--- src/rtl/hazard_scoreboard_if.sv ---
// Decode-side hazard bus: instruction fields in, stall and forwarding selects out.
interface hazard_scoreboard_if #(
  parameter int REG_AW = 5,
  parameter int DEPTH  = 3,
  parameter int CNT_W  = 16
);
  localparam int SEL_W = $clog2(DEPTH);

  logic              id_valid;
  logic [REG_AW-1:0] id_rs1;
  logic [REG_AW-1:0] id_rs2;
  logic              id_rs1_used;
  logic              id_rs2_used;
  logic [REG_AW-1:0] id_rd;
  logic              id_regwrite;
  logic              id_is_load;
  logic              flush;
  logic              stall;
  logic [SEL_W-1:0]  fwd_a;
  logic [SEL_W-1:0]  fwd_b;
  logic [CNT_W-1:0]  stall_cnt;

  modport master (
    output id_valid, id_rs1, id_rs2, id_rs1_used, id_rs2_used,
           id_rd, id_regwrite, id_is_load, flush,
    input  stall, fwd_a, fwd_b, stall_cnt
  );

  modport slave (
    input  id_valid, id_rs1, id_rs2, id_rs1_used, id_rs2_used,
           id_rd, id_regwrite, id_is_load, flush,
    output stall, fwd_a, fwd_b, stall_cnt
  );
endinterface

--- src/rtl/hazard_scoreboard.sv ---
// Tracks in-flight destination registers behind decode; produces load-use stall,
// registered forwarding selects for the EX instruction and a saturating stall counter.
module hazard_scoreboard #(
  parameter int REG_AW   = 5,
  parameter int DEPTH    = 3,
  parameter int LOAD_LAT = 1,
  parameter int CNT_W    = 16
) (
  input  logic            clk,
  input  logic            reset,
  input  logic            enable,
  hazard_scoreboard_if.slave sb
);
  localparam int SEL_W = $clog2(DEPTH);
  localparam int R_W   = $clog2(DEPTH + 1);
  // The oldest stage (DEPTH) is never matched, so only stages 1..DEPTH-1 are stored.
  localparam int NT    = DEPTH - 1;

  logic              v_q  [1:NT];
  logic [REG_AW-1:0] rd_q [1:NT];
  logic              wr_q [1:NT];
  logic [R_W-1:0]    r_q  [1:NT];

  logic [SEL_W-1:0]  sel_a, sel_b;
  logic [SEL_W-1:0]  fwd_a_q, fwd_b_q;
  logic              hz_a, hz_b;
  logic              stall, insert;
  logic [CNT_W-1:0]  cnt_q;

  // Returns {hazard, select}; the youngest matching stage wins even if not yet ready.
  function automatic logic [SEL_W:0] lookup(input logic used, input logic [REG_AW-1:0] src);
    logic [SEL_W:0] res;
    logic           found;
    res   = '0;
    found = 1'b0;
    if (used && src != '0) begin
      for (int unsigned p = 1; p < DEPTH; p++) begin
        if (!found && v_q[p] && wr_q[p] && rd_q[p] == src) begin
          found = 1'b1;
          if (r_q[p] <= R_W'(p)) res[SEL_W-1:0] = SEL_W'(p);
          else                   res[SEL_W]     = 1'b1;
        end
      end
    end
    return res;
  endfunction

  always_comb begin
    {hz_a, sel_a} = lookup(sb.id_rs1_used, sb.id_rs1);
    {hz_b, sel_b} = lookup(sb.id_rs2_used, sb.id_rs2);
    stall  = sb.id_valid && !sb.flush && (hz_a || hz_b);
    insert = sb.id_valid && !stall && !sb.flush;
  end

  always_ff @(posedge clk or negedge reset) begin
    if (!reset) begin
      for (int unsigned p = 1; p < DEPTH; p++) begin
        v_q[p]  <= 1'b0;
        rd_q[p] <= '0;
        wr_q[p] <= 1'b0;
        r_q[p]  <= '0;
      end
      fwd_a_q <= '0;
      fwd_b_q <= '0;
      cnt_q   <= '0;
    end else if (enable) begin
      for (int unsigned p = NT; p >= 2; p--) begin
        v_q[p]  <= v_q[p-1];
        rd_q[p] <= rd_q[p-1];
        wr_q[p] <= wr_q[p-1];
        r_q[p]  <= r_q[p-1];
      end
      v_q[1]  <= insert;
      rd_q[1] <= sb.id_rd;
      wr_q[1] <= sb.id_regwrite && (sb.id_rd != '0);
      r_q[1]  <= sb.id_is_load ? R_W'(1 + LOAD_LAT) : R_W'(1);
      fwd_a_q <= insert ? sel_a : '0;
      fwd_b_q <= insert ? sel_b : '0;
      if (stall && cnt_q != '1) cnt_q <= cnt_q + CNT_W'(1);
    end
  end

  assign sb.stall     = stall;
  assign sb.fwd_a     = fwd_a_q;
  assign sb.fwd_b     = fwd_b_q;
  assign sb.stall_cnt = cnt_q;
endmodule

--- src/flat_wrapper.sv ---
// flat-port wrapper written by rule: the top's interface ports become plain ports
module hazard_scoreboard_flat 
#(
  parameter int REG_AW   = 5,
  parameter int DEPTH    = 3,
  parameter int LOAD_LAT = 1,
  parameter int CNT_W    = 16
)
  (clk, reset, enable, sb_id_valid, sb_id_rs1, sb_id_rs2, sb_id_rs1_used, sb_id_rs2_used, sb_id_rd, sb_id_regwrite, sb_id_is_load, sb_flush, sb_stall, sb_fwd_a, sb_fwd_b, sb_stall_cnt);
  hazard_scoreboard_if #(.REG_AW(REG_AW), .DEPTH(DEPTH), .CNT_W(CNT_W)) sb_i ();
  input  logic clk;
  input  logic reset;
  input  logic enable;
  input wire logic [$bits(sb_i.id_valid)-1:0] sb_id_valid;
  input wire logic [$bits(sb_i.id_rs1)-1:0] sb_id_rs1;
  input wire logic [$bits(sb_i.id_rs2)-1:0] sb_id_rs2;
  input wire logic [$bits(sb_i.id_rs1_used)-1:0] sb_id_rs1_used;
  input wire logic [$bits(sb_i.id_rs2_used)-1:0] sb_id_rs2_used;
  input wire logic [$bits(sb_i.id_rd)-1:0] sb_id_rd;
  input wire logic [$bits(sb_i.id_regwrite)-1:0] sb_id_regwrite;
  input wire logic [$bits(sb_i.id_is_load)-1:0] sb_id_is_load;
  input wire logic [$bits(sb_i.flush)-1:0] sb_flush;
  output wire logic [$bits(sb_i.stall)-1:0] sb_stall;
  output wire logic [$bits(sb_i.fwd_a)-1:0] sb_fwd_a;
  output wire logic [$bits(sb_i.fwd_b)-1:0] sb_fwd_b;
  output wire logic [$bits(sb_i.stall_cnt)-1:0] sb_stall_cnt;
  assign sb_i.id_valid = sb_id_valid;
  assign sb_i.id_rs1 = sb_id_rs1;
  assign sb_i.id_rs2 = sb_id_rs2;
  assign sb_i.id_rs1_used = sb_id_rs1_used;
  assign sb_i.id_rs2_used = sb_id_rs2_used;
  assign sb_i.id_rd = sb_id_rd;
  assign sb_i.id_regwrite = sb_id_regwrite;
  assign sb_i.id_is_load = sb_id_is_load;
  assign sb_i.flush = sb_flush;
  assign sb_stall = sb_i.stall;
  assign sb_fwd_a = sb_i.fwd_a;
  assign sb_fwd_b = sb_i.fwd_b;
  assign sb_stall_cnt = sb_i.stall_cnt;
  hazard_scoreboard #(.REG_AW(REG_AW), .DEPTH(DEPTH), .LOAD_LAT(LOAD_LAT), .CNT_W(CNT_W)) u_core (.clk(clk), .reset(reset), .enable(enable), .sb(sb_i));
endmodule
--- config.mk ---
export PLATFORM = sky130hd
export DESIGN_NAME = hazard_scoreboard_flat
export DESIGN_NICKNAME = d
export VERILOG_FILES = /design/src/rtl/hazard_scoreboard_if.sv /design/src/rtl/hazard_scoreboard.sv /design/src/flat_wrapper.sv
export SDC_FILE = /design/constraint.sdc
export NUM_CORES = 1
export LEC_CHECK = 0
export BUFFER_PORTS_ARGS = -buffer_cell sky130_fd_sc_hd__buf_2
export CAP_MARGIN = 20
export CELL_PAD_IN_SITES_DETAIL_PLACEMENT = 0
export CELL_PAD_IN_SITES_GLOBAL_PLACEMENT = 1
export CORE_MARGIN = 5
export CORE_UTILIZATION = 30
export DETAILED_ROUTE_END_ITERATION = 10
export HOLD_SLACK_MARGIN = 0.12
export PLACE_DENSITY = 0.67
export SYNTH_ARGS = -nofsm -noshare
export SYNTH_HDL_FRONTEND = slang
export SYNTH_SLANG_ARGS = --single-unit
export TNS_END_PERCENT = 5
--- constraint.sdc ---
create_clock -name clk -period 2.65 [get_ports clk]
set_input_delay 0.265 -clock clk [delete_from_list [all_inputs] [get_ports clk]]
set_output_delay 0.265 -clock clk [all_outputs]
set_load 0.02 [all_outputs]
# Yosys cells after proc, flatten, opt, wreduce, memory -nomap -nowiden
# Index checks and enable logic that the tools add are counted.
[word_totals]
elab_cells = 64
in_bits = 24
reg_bits = 38
[classes]
n_mux = 19
eq_ne = 5
n_lt_le_gt_ge = 2
addsub = 1
n_reduce_logical = 26
[op_table]
columns = ["op", "count"]
rows = [
  ["equality test 5 bit", 4],
  ["2-to-1 mux 3 bit", 6],
  ["logical AND 1 bit", 17],
  ["adder 16 x 1 -> 16 bit, second input constant", 1],
  ["!= test 16 bit, second input constant", 1],
  ["nonzero test 5 bit", 3],
  ["2-to-1 mux 2 bit", 5],
  ["2-to-1 mux 1 bit", 8],
  ["zero test 1 bit", 4],
  ["<= comparator 2 x 1 -> 1 bit, second input constant", 1],
  ["<= comparator 2 bit, second input constant", 1],
  ["AND reduction 2 bit", 1],
  ["logical OR 1 bit", 1],
]

# Depth between registers and ports, before layout
# Gate-level depths: netlist of run 1.
[depth]
depth_word = 16
mapped_depth = 9

# Worst setup path after synthesis of run 1
# Ideal clock, no wire load.
[synth_path]
path_type = "register to register"
start = "reg u_core.rd_q[1] in the netlist's numbering"
end = "reg u_core.cnt_q[7], in the netlist u_core.sb.stall_cnt[7]"
arrival_time_ps = 2108
stages_incl_launch_ff = 9
period_less_slack_ps = 2239
path_slack_ps = 411
cell_sequence = "dfrtp_1 -> xor2_1 -> or4_1 -> a211o_1 -> a221o_1 -> o21ai_2 -> buf_6 -> nand4_1 -> xnor2_1"
[synth_via]
elab_chain_len = 8
word_cells_on_any_way = 12
[synth_lines]
columns = ["element", "line", "text"]
rows = [
  ["from (decl)", "hazard_scoreboard.sv:20", "logic [REG_AW-1:0] rd_q [1:NT];"],
  ["from (signal, indexed assignment)", "hazard_scoreboard.sv:69", "rd_q[p] <= rd_q[p-1];"],
  ["equality test 5 bit", "hazard_scoreboard.sv:38", "if (!found && v_q[p] && wr_q[p] && rd_q[p] == src) begin"],
  ["logical AND 1 bit", "hazard_scoreboard.sv:38", ""],
  ["2-to-1 mux 3 bit", "hazard_scoreboard.sv:38", ""],
  ["2-to-1 mux 3 bit", "hazard_scoreboard.sv:36", "if (used && src != '0) begin"],
  ["logical OR 1 bit *", "hazard_scoreboard.sv:51", "stall = sb.id_valid && !sb.flush && (hz_a || hz_b);"],
  ["logical AND 1 bit *", "hazard_scoreboard.sv:51", ""],
  ["logical AND 1 bit *", "hazard_scoreboard.sv:79", "if (stall && cnt_q != '1) cnt_q <= cnt_q + CNT_W'(1);"],
  ["AND reduction 2 bit (no line) *", "--", ""],
  ["to (signal assigned)", "hazard_scoreboard.sv:79", ""],
  ["to (decl)", "hazard_scoreboard.sv:28", "logic [CNT_W-1:0] cnt_q;"],
]
# Mark *: on every way between the ends. The rest lies on a longest branch, timed or not.
# A chain may end at the register's enable or synchronous reset.

# Final worst setup path of run 1
[layout_path]
start = "reg u_core.rd_q[7] in the netlist's numbering"
end = "out sb_stall"
[layout_via]
elab_chain_len = 12
word_cells_on_any_way = 26
[layout_lines]
columns = ["element", "line", "text"]
rows = [
  ["equality test 5 bit", "hazard_scoreboard.sv:38", ""],
  ["logical AND 1 bit", "hazard_scoreboard.sv:38", ""],
  ["2-to-1 mux 1 bit", "hazard_scoreboard.sv:38", ""],
  ["2-to-1 mux 1 bit", "hazard_scoreboard.sv:36", ""],
  ["zero test 1 bit", "hazard_scoreboard.sv:38", ""],
  ["logical AND 1 bit (3 in a row)", "hazard_scoreboard.sv:38", ""],
  ["2-to-1 mux 3 bit", "hazard_scoreboard.sv:38", ""],
  ["2-to-1 mux 3 bit", "hazard_scoreboard.sv:36", ""],
  ["logical OR 1 bit *", "hazard_scoreboard.sv:51", ""],
  ["logical AND 1 bit *", "hazard_scoreboard.sv:51", ""],
  ["to (decl)", "flat_wrapper.sv:23", "output wire logic [$bits(sb_i.stall)-1:0] sb_stall;"],
]
# Mark *: on every way between the ends. The rest lies on a longest branch, timed or not. The select of a mux whose other input is x is not followed.

==> results.toml, run 1 <==
[pwr]
swShare = 0.262
power_density_nw_per_um2 = 506
p_leak_uw = 0.00113
ir_drop_mv = 0.233
seqPwrFrac = 0.532
p_int_uw = 903
p_comb_frac = 0.131
p_clk_frac = 0.337
switchingPower_uw = 320

[critical_path]
worst-setup-path-type = "reg2out"
crit_path_max_incr_delay_ns = 0.52
critPathLaunchType = "flip-flop"
rr_endpoint = "u_core.sb.stall_cnt[7]"
critPathMaxFanout = 4
r2r_start = "u_core.rd_q[1]"
worstSetupStartpoint = "u_core.rd_q[7]"
worstPathArrival_ns = 2.24
reg2reg_slack_ns = 0.23
cp_cell_sequence = "xor2_1, or4_1, nor3_2, mux2i_1, o21ai_1, and3b_1, buf_4"
cp-end-kind = "primary output"
crit_required_ns = 2.38
crit_slowest_cell = "or4_1"
rr_worst_depth = 7

[placement]
dp_hpwl_um = 3430
port_buffers = 44
numPlacedInstances = 300
gp_congestion = 0.757

[sta]
worst_pin_slew_ns = 0.861
fmax_mhz = 399
setup_viol = 0
finClkSkew_ns = 0.0120
hold_viol = 0
fin_setup_tns_ns = 0
period_share = 0.946
slew_headroom = 0.426
min_period_ns = 2.51
drv_slew = 0

[global_route]
antenna_found_initial = 0
grt_pass1_wl_um = 7720
grt_max_degree = 39
grt_pass1_vias = 1593
grt_util_all_layers = 0.114
grt_overflow = 0

[run_status]
status = "finished clean"

[floorplan]
io_pins = 45
fp.dieH_um = 91.1
die_area_um2 = 8300
coreArea_um2 = 6390
die_w_um = 91.1
rows = 29
start_util = 0.309

[min_path]
min_path_type = "in2reg"
worstHoldEndpoint = "u_core.r_q[2]"
hold_path.startpoint = "sb_id_is_load"
hold_path_depth = 2

[final_layout]
final_common_cell = "buf_2"
mostFrequentLayoutCells = "buf_2, dfrtp_1, xor2_1"
layout-drive-gt1-share = 0.316
syn_to_final_growth_pct = 22.5
antenna_cells = 0
instances_no_fill = 311
fin_nets = 258
n_fill_cell = 685

[clocking]
cts_sinks = 38
path_clk_slew_ns = 0.08
cts_tree = "yes"
numCtsBuffers = 5
cts_htree_levels = 2
clock_latency_ns = 0.29
cts_root_buffer = "clkbuf_8"
cts_buffer_depth = 2

[yosys]
ys_warn_count = 0
synth-seq-cells = 38
synthFlopType = "dfrtp_1"
synth_edf_count = 0
synthArstFlopShare = 1.00
syn_nets = 205
seq_area_frac_synth = 0.482
synth_cell_types = 34
avgSynthCellArea_um2 = 11.0
syn_inst = 180
synth_area_um2 = 1970

[route]
num_vias = 1522
drt_iter0_drc = 46
post-route-drc-count = 0
wl_per_cell_um = 14.6
first_pass_iters = 4
ant_nets = 0
wl_um = 4530
vias_per_cell = 4.89

[job]
max_cap_viol_count = 0
==> metrics by stage <==
step	hold slack, ns	cell area (um2)	worst slack [ns]	util	total power [uW]
2_1_floorplan	-0.0306	1970	0.411	-	748
3_3_place_gp	0.415	2290	0.214	0.359	813
3_5_place_dp	0.421	2290	0.214	0.359	816
4_1_cts	0.145	2400	0.0385	0.375	1240
5_1_grt	0.150	2420	-0.0184	0.379	1290
6_report	0.156	2420	0.144	0.379	1220
==> power by group through the flow <==
stage	Combinational, uW	Clock (uW)	Sequential (uW)
final	160	413	650
after global placement	152	0	661
after detailed placement	154	0	663
after floorplan	96.9	0	651
after CTS	156	432	651
after global routing	182	459	654
==> cell usage after synthesis, types with 3 or more instances <==
cell,count,area share
nand3_1,8,0.020
mux2i_1,3,0.015
o21ai_1,3,0.0076
nand4_1,10,0.032
nor3_1,5,0.013
nand2_1,11,0.021
xnor2_1,16,0.071
nor2_1,6,0.011
nand2b_1,4,0.013
mux2_2,15,0.086
dfrtp_1,38,0.48
inv_1,6,0.011
or4_1,5,0.019
clkbuf_1,3,0.0057
xor2_1,19,0.084
and3_1,5,0.016
==> worst max-delay path: cells and delay by family, from the launching register on <==
kind            cells  cell delay (ns)
compound gates      1             0.10
xor+xnor            1             0.19
buf+inv             1             0.16
mux                 1             0.21
flops               1             0.42
simple gates        3             0.87
==> metal layers <==
layer	track usage	share of wire	vias up
met1	0.150	0.47	742
met4	0.0367	0.0099	0
met3	0.0339	0.047	5
met5	0	0	-
li1	-	-	747
met2	0.181	0.47	28
==> final cells by class <==
type                            count  area, um2  area share
Clock buffer                        6       82.6      0.0341
Clock inverter                      2       12.5     0.00517
Inverter                            7       26.3      0.0109
Multi-Input combinational cell    131        980       0.405
Sequential cell                    38        951       0.393
Tap cell                           77       96.3      0.0398
Timing Repair Buffer               50        270       0.112
==> how the worst max path moves through the flow <==
stage	endpoint	slack [ns]	cells after the start
4_1_cts	sb_stall	0.04	7
3_5_place_dp	u_core.sb.stall_cnt[13]	0.21	7
2_1_floorplan	u_core.sb.stall_cnt[7]	0.41	8
3_3_place_gp	u_core.sb.stall_cnt[7]	0.21	7
6_report	sb_stall	0.14	7
5_1_grt	sb_stall	-0.02	7
==> timing repair <==
item,4_1_cts,5_1_grt
hold endpoints to repair,36,0
hold buffers,1,0
resized for setup,0,2
setup buffers,0,2
setup endpoints to repair,0,1
==> cells by family (layout without fill, tap and decap cells) <==
family / Yosys count / in the layout / share of synthesized area
buffers and inverters: 11 / 65 / 0.0247
flip-flops: 38 / 38 / 0.482
multiplexers: 19 / 19 / 0.106
AND/OR/NAND/NOR: 62 / 62 / 0.175
AO/OA/AOI/OAI: 14 / 14 / 0.0507
adder cells (fa/ha/maj): 1 / 1 / 0.00634
XOR/XNOR: 35 / 35 / 0.155
==> sequential cells by signal, summed over array words and instances (netlist names) <==
name and cells:
u_core.r_q 4, u_core.rd_q 10, u_core.sb.fwd_a 2, u_core.sb.fwd_b 2, u_core.sb.stall_cnt 16, u_core.v_q 2, u_core.wr_q 2
Note: power is estimated with default switching activity, not from simulation.
==> run 2: changes to the inputs <==
--- a/config.mk
+++ b/config.mk
@@ -10,10 +10,10 @@
 export CELL_PAD_IN_SITES_DETAIL_PLACEMENT = 0
 export CELL_PAD_IN_SITES_GLOBAL_PLACEMENT = 1
 export CORE_MARGIN = 5
-export CORE_UTILIZATION = 30
+export CORE_UTILIZATION = 41
 export DETAILED_ROUTE_END_ITERATION = 10
 export HOLD_SLACK_MARGIN = 0.12
-export PLACE_DENSITY = 0.67
+export PLACE_DENSITY = 0.85
 export SYNTH_ARGS = -nofsm -noshare
 export SYNTH_HDL_FRONTEND = slang
 export SYNTH_SLANG_ARGS = --single-unit
==> run 2 against run 1 <==
Compared with the run above:
- sequential cell count unchanged
- cell count is 7.7% lower
- global-route usage is 3.6 points higher
- non-clock buffer count shrank 1
- largest power group unchanged
- critical path type unchanged
- first-iteration DRC count rose by 57%
- worst setup slack lost 0.054 ns
- wire length shrank 6.4%
- clock skew fell by 0.0012 ns
- clock-buffer cell count unchanged
- design area shrank 1.5%
- critical path depth stayed put
==> results.toml, run 2 (synthesized netlist as in run 1, its figures left out) <==
[run_status]
status = "finished clean"

[route]
first_pass_iters = 4
post-route-drc-count = 0
vias_per_cell = 5.34
num_vias = 1534
ant_nets = 0
wl_um = 4240
drt_iter0_drc = 72
wl_per_cell_um = 14.8

[global_route]
grt_pass1_vias = 1528
grt_pass1_wl_um = 7440
grt_util_all_layers = 0.150
antenna_found_initial = 0
grt_overflow = 0
grt_max_degree = 39

[clocking]
cts_buffer_depth = 2
path_clk_slew_ns = 0.08
numCtsBuffers = 5
cts_sinks = 38
cts_tree = "yes"
cts_root_buffer = "clkbuf_8"
clock_latency_ns = 0.29
cts_htree_levels = 2

[sta]
min_period_ns = 2.56
hold_viol = 0
fmax_mhz = 391
slew_headroom = 0.454
drv_slew = 0
setup_viol = 0
rsz0062_at_grt = "false"
worst_pin_slew_ns = 0.819
finClkSkew_ns = 0.0108
period_share = 0.966
fin_setup_tns_ns = 0

[critical_path]
critPathMaxFanout = 4
worst-setup-path-type = "reg2out"
cp-end-kind = "primary output"
crit_slowest_cell = "or4_1"
crit_required_ns = 2.38
worstPathArrival_ns = 2.30
cp_cell_sequence = "xor2_1, or4_1, nor3_2, mux2i_1, o21ai_1, and3b_1, buf_2"
critPathLaunchType = "flip-flop"
crit_path_max_incr_delay_ns = 0.54

[final_layout]
antenna_cells = 0
syn_to_final_growth_pct = 20.7
final_common_cell = "buf_2"
largest_register_ffs = 16
layout-drive-gt1-share = 0.322
utilization = 0.508
mostFrequentLayoutCells = "buf_2, dfrtp_1, xor2_1"
fin_nets = 257

[pwr]
ir_drop_mv = 0.356
p_leak_uw = 0.00112
power_density_nw_per_um2 = 513
finalPower_uw = 1220

[placement]
gp_congestion = 0.807
dp_hpwl_um = 3240
port_buffers = 44

[floorplan]
die_area_um2 = 6300
fp.dieH_um = 79.4
start_util = 0.421
rows = 25
coreArea_um2 = 4690
io_pins = 45
die_w_um = 79.4

[min_path]
min_path_type = "in2reg"

[job]
max_cap_viol_count = 0
-- run 2: cell types whose count changed in the layout (fill, tap and decap cells not counted), sizes merged --
| cell | before | now |
|---|---|---|
| buf | 49 | 48 |
-- run 2: cell type report --
type	instances	area, um2
clock inverters	2	12.5
repair buffers	49	260
fillers	465	2310
clock buffers	6	82.6
inverters	7	26.3
flip-flops and latches	38	953
well taps	54	67.6
multi-input cells	131	980
-- run 2: metal layers --
| metal | track usage | routed length, um |
|---|---|---|
| met2 | 0.240 | 2050 |
| met5 | 0 | 0 |
| met4 | 0.0498 | 50 |
| met3 | 0.0463 | 208 |
| met1 | 0.194 | 1930 |
-- run 2: repair_timing --
item / in CTS / in global routing
endpoints found under the setup margin: 0 / 1
endpoints found under the hold margin: 17 / 0
setup buffers: 0 / 1
hold buffers: 1 / 0
gates resized for setup: 0 / 3
-- run 2: metrics by stage --
stage               setup WS [ns]  area (um2)  std cells  hold slack, ns
floorplan                   0.411        1970        180         -0.0306
global placement            0.267        2260        277           0.419
detailed placement          0.248        2260        277           0.429
CTS                        0.0245        2370        286           0.170
global route              0.00171        2380        287           0.180
finish                     0.0899        2380        287           0.173
-- run 2: critical path: cells and delay by family, from the launching register on --
family                 cells  cell delay (ns)
AO/OA/AOI/OAI              1             0.10
XOR/XNOR                   1             0.18
buffers and inverters      1             0.15
flip-flops                 1             0.44
multiplexers               1             0.23
AND/OR/NAND/NOR            3             0.89
-- run 2: final timing paths --
check | cells after the start | slack (ns) | start | endpoint
max in group asynchronous | 2 | 1.48 | reset | u_core.rd_q[7]
worst max-delay path | 7 | 0.09 | u_core.rd_q[9] | sb_stall
worst max register to register | 6 | 0.23 | u_core.rd_q[1] | u_core.sb.stall_cnt[1]
worst min register to register | 2 | 0.50 | u_core.sb.fwd_a[0] | u_core.sb.fwd_a[0]
worst min-delay path | 2 | 0.17 | sb_id_is_load | u_core.r_q[2]
min in group asynchronous | 2 | 0.61 | reset | u_core.sb.stall_cnt[9]
-- run 2: power breakdown --
part	total, uW	leakage, uW	internal, uW	switching, uW
sequential	651	0.000492	614	36.8
clock	416	0.0000472	209	207
combinational	156	0.000581	79.0	76.9
==> run 3: changes to the inputs <==
--- a/config.mk
+++ b/config.mk
@@ -9,6 +9,7 @@
 export CAP_MARGIN = 20
 export CELL_PAD_IN_SITES_DETAIL_PLACEMENT = 0
 export CELL_PAD_IN_SITES_GLOBAL_PLACEMENT = 1
+export CORE_ASPECT_RATIO = 1.25
 export CORE_MARGIN = 5
 export CORE_UTILIZATION = 41
 export DETAILED_ROUTE_END_ITERATION = 10
==> run 3 against run 2 <==
Compared with the run above:
- cell count grew 2.1%
- wire length shrank 0.87%
- clock skew is 0.0072 ns lower
- design area unchanged
- die area rose by 0.14%
==> results.toml, run 3 (synthesized netlist as in run 1, its figures left out) <==
[run_status]
status = "finished clean"

[final_layout]
n_fill_cell = 460
largest_register_ffs = 16
syn_to_final_growth_pct = 20.7
fin_nets = 256
final_common_cell = "buf_2"
layout-drive-gt1-share = 0.310
mostFrequentLayoutCells = "buf_2, dfrtp_1, xor2_1"
instances_no_fill = 293

[route]
wl_um = 4200
post-route-drc-count = 0
num_vias = 1504
vias_per_cell = 5.13
ant_nets = 0
drt_iter0_drc = 79
wl_per_cell_um = 14.3
first_pass_iters = 4

[critical_path]
crit_path_max_incr_delay_ns = 0.52
crit_slowest_cell = "or4_1"
r2r_start = "u_core.rd_q[1]"
worstSetupStartpoint = "u_core.rd_q[7]"
critPathLaunchType = "flip-flop"
reg2reg_slack_ns = 0.26
setup.worst_path.end = "sb_stall"
cp_cell_sequence = "xor2_1, or4_1, nor3_2, mux2i_1, o21ai_1, and3b_1, buf_2"
rr_endpoint = "u_core.sb.stall_cnt[1]"
critPathMaxFanout = 4
worst-setup-path-type = "reg2out"
worstPathArrival_ns = 2.24
cp-end-kind = "primary output"
rr_worst_depth = 6
path_buf_inv = 1
cp.depth = 7
crit_required_ns = 2.38
crit_family = "simple AND/OR/NAND/NOR gates"

[global_route]
grt_util_all_layers = 0.142
grt_overflow = 0
grt_max_degree = 39
grt_pass1_wl_um = 6890
antenna_found_initial = 1
grt_pass1_vias = 1498

[sta]
worst_pin_slew_ns = 0.830
drv_slew = 0
setup_viol = 0
fmax_mhz = 400
period_share = 0.944
hold_viol = 0
rsz0062_at_grt = "false"
fin_ws_ns = 0.149
min_period_ns = 2.50
slew_headroom = 0.447
timing.hold.ws_ns = 0.167
fin_setup_tns_ns = 0
finClkSkew_ns = 0.00356

[placement]
numPlacedInstances = 283
gp_congestion = 0.857
dp_hpwl_um = 3180
pre_cts_slack_ns = 0.261
port_buffers = 44

[clocking]
cts_htree_levels = 2
cts_buffer_depth = 2
cts_tree = "yes"
clock_latency_ns = 0.28
path_clk_slew_ns = 0.07
cts_root_buffer = "clkbuf_8"
cts_sinks = 38
numCtsBuffers = 5
cts_setup_buffers = 0

[floorplan]
coreArea_um2 = 4690
die_w_um = 72.1
start_util = 0.421
die_area_um2 = 6310
io_pins = 45
fp.dieH_um = 87.6
rows = 28

[pwr]
seqPwrFrac = 0.535
p_clk_frac = 0.339
power_density_nw_per_um2 = 508
p_int_uw = 900
ir_drop_mv = 0.379
switchingPower_uw = 311
p_comb_frac = 0.126
finalPower_uw = 1210
p_leak_uw = 0.00112
swShare = 0.257

[min_path]
min_path_type = "in2reg"

[job]
max_cap_viol_count = 0
## run 3: worst min path at each step
stage / start / end / slack, ns / cells after the start
finish: sb_id_is_load / u_core.r_q[2] / 0.17 / 2
global route: sb_id_is_load / u_core.r_q[2] / 0.16 / 2
CTS: sb_id_is_load / u_core.r_q[2] / 0.15 / 2
detailed placement: reset / u_core.r_q[2] / 0.42 / 1
global placement: reset / u_core.r_q[2] / 0.41 / 1
floorplan: reset / u_core.r_q[0] / -0.03 / 0
## run 3: worst register-to-register path, cell delays in order, from the launching register on
cell and delay [ns]:
dfrtp_1 0.41, xor2_1 0.16, or4_1 0.46, a211o_1 0.25, a221o_1 0.36, o21ai_2 0.25, mux2_1 0.38
## run 3: stage by stage
stage                     area [um2]  utilization
final                           2380        0.507
after global routing            2380        0.507
after CTS                       2370        0.506
after detailed placement        2270        0.483
after global placement          2270        0.483
after floorplan                 1970            -
## run 3: power groups by stage
stage               clock network, uW  registers, uW  logic [uW]
finish                            410            648         153
global route                      454            653         172
CTS                               430            648         154
detailed placement                  0            660         153
global placement                    0            658         150
floorplan                           0            651        96.9
## run 3: layout make-up
class | instances | area [um2] | share of cell area
multi-input cells | 131 | 980 | 0.411
inverters | 7 | 26.3 | 0.0110
flip-flops and latches | 38 | 951 | 0.399
clock buffers | 6 | 82.6 | 0.0347
clock inverters | 2 | 12.5 | 0.00525
diodes | 1 | 2.50 | 0.00105
repair buffers | 48 | 253 | 0.106
well taps | 60 | 75.1 | 0.0315
## run 3: layer usage
metal	vias up	part of all wire	wire length, um	track usage
met1	707	0.45	1890	0.180
met5	-	0	0	0
met3	6	0.072	303	0.0471
met4	0	0.018	75	0.0615
li1	740	-	-	-
met2	51	0.46	1940	0.221
## run 3: timing repair
action / in CTS / in global routing
gates resized for setup: 0 / 1
endpoints found under the setup margin: 0 / 1
endpoints found under the hold margin: 38 / 0
hold buffers: 1 / 0
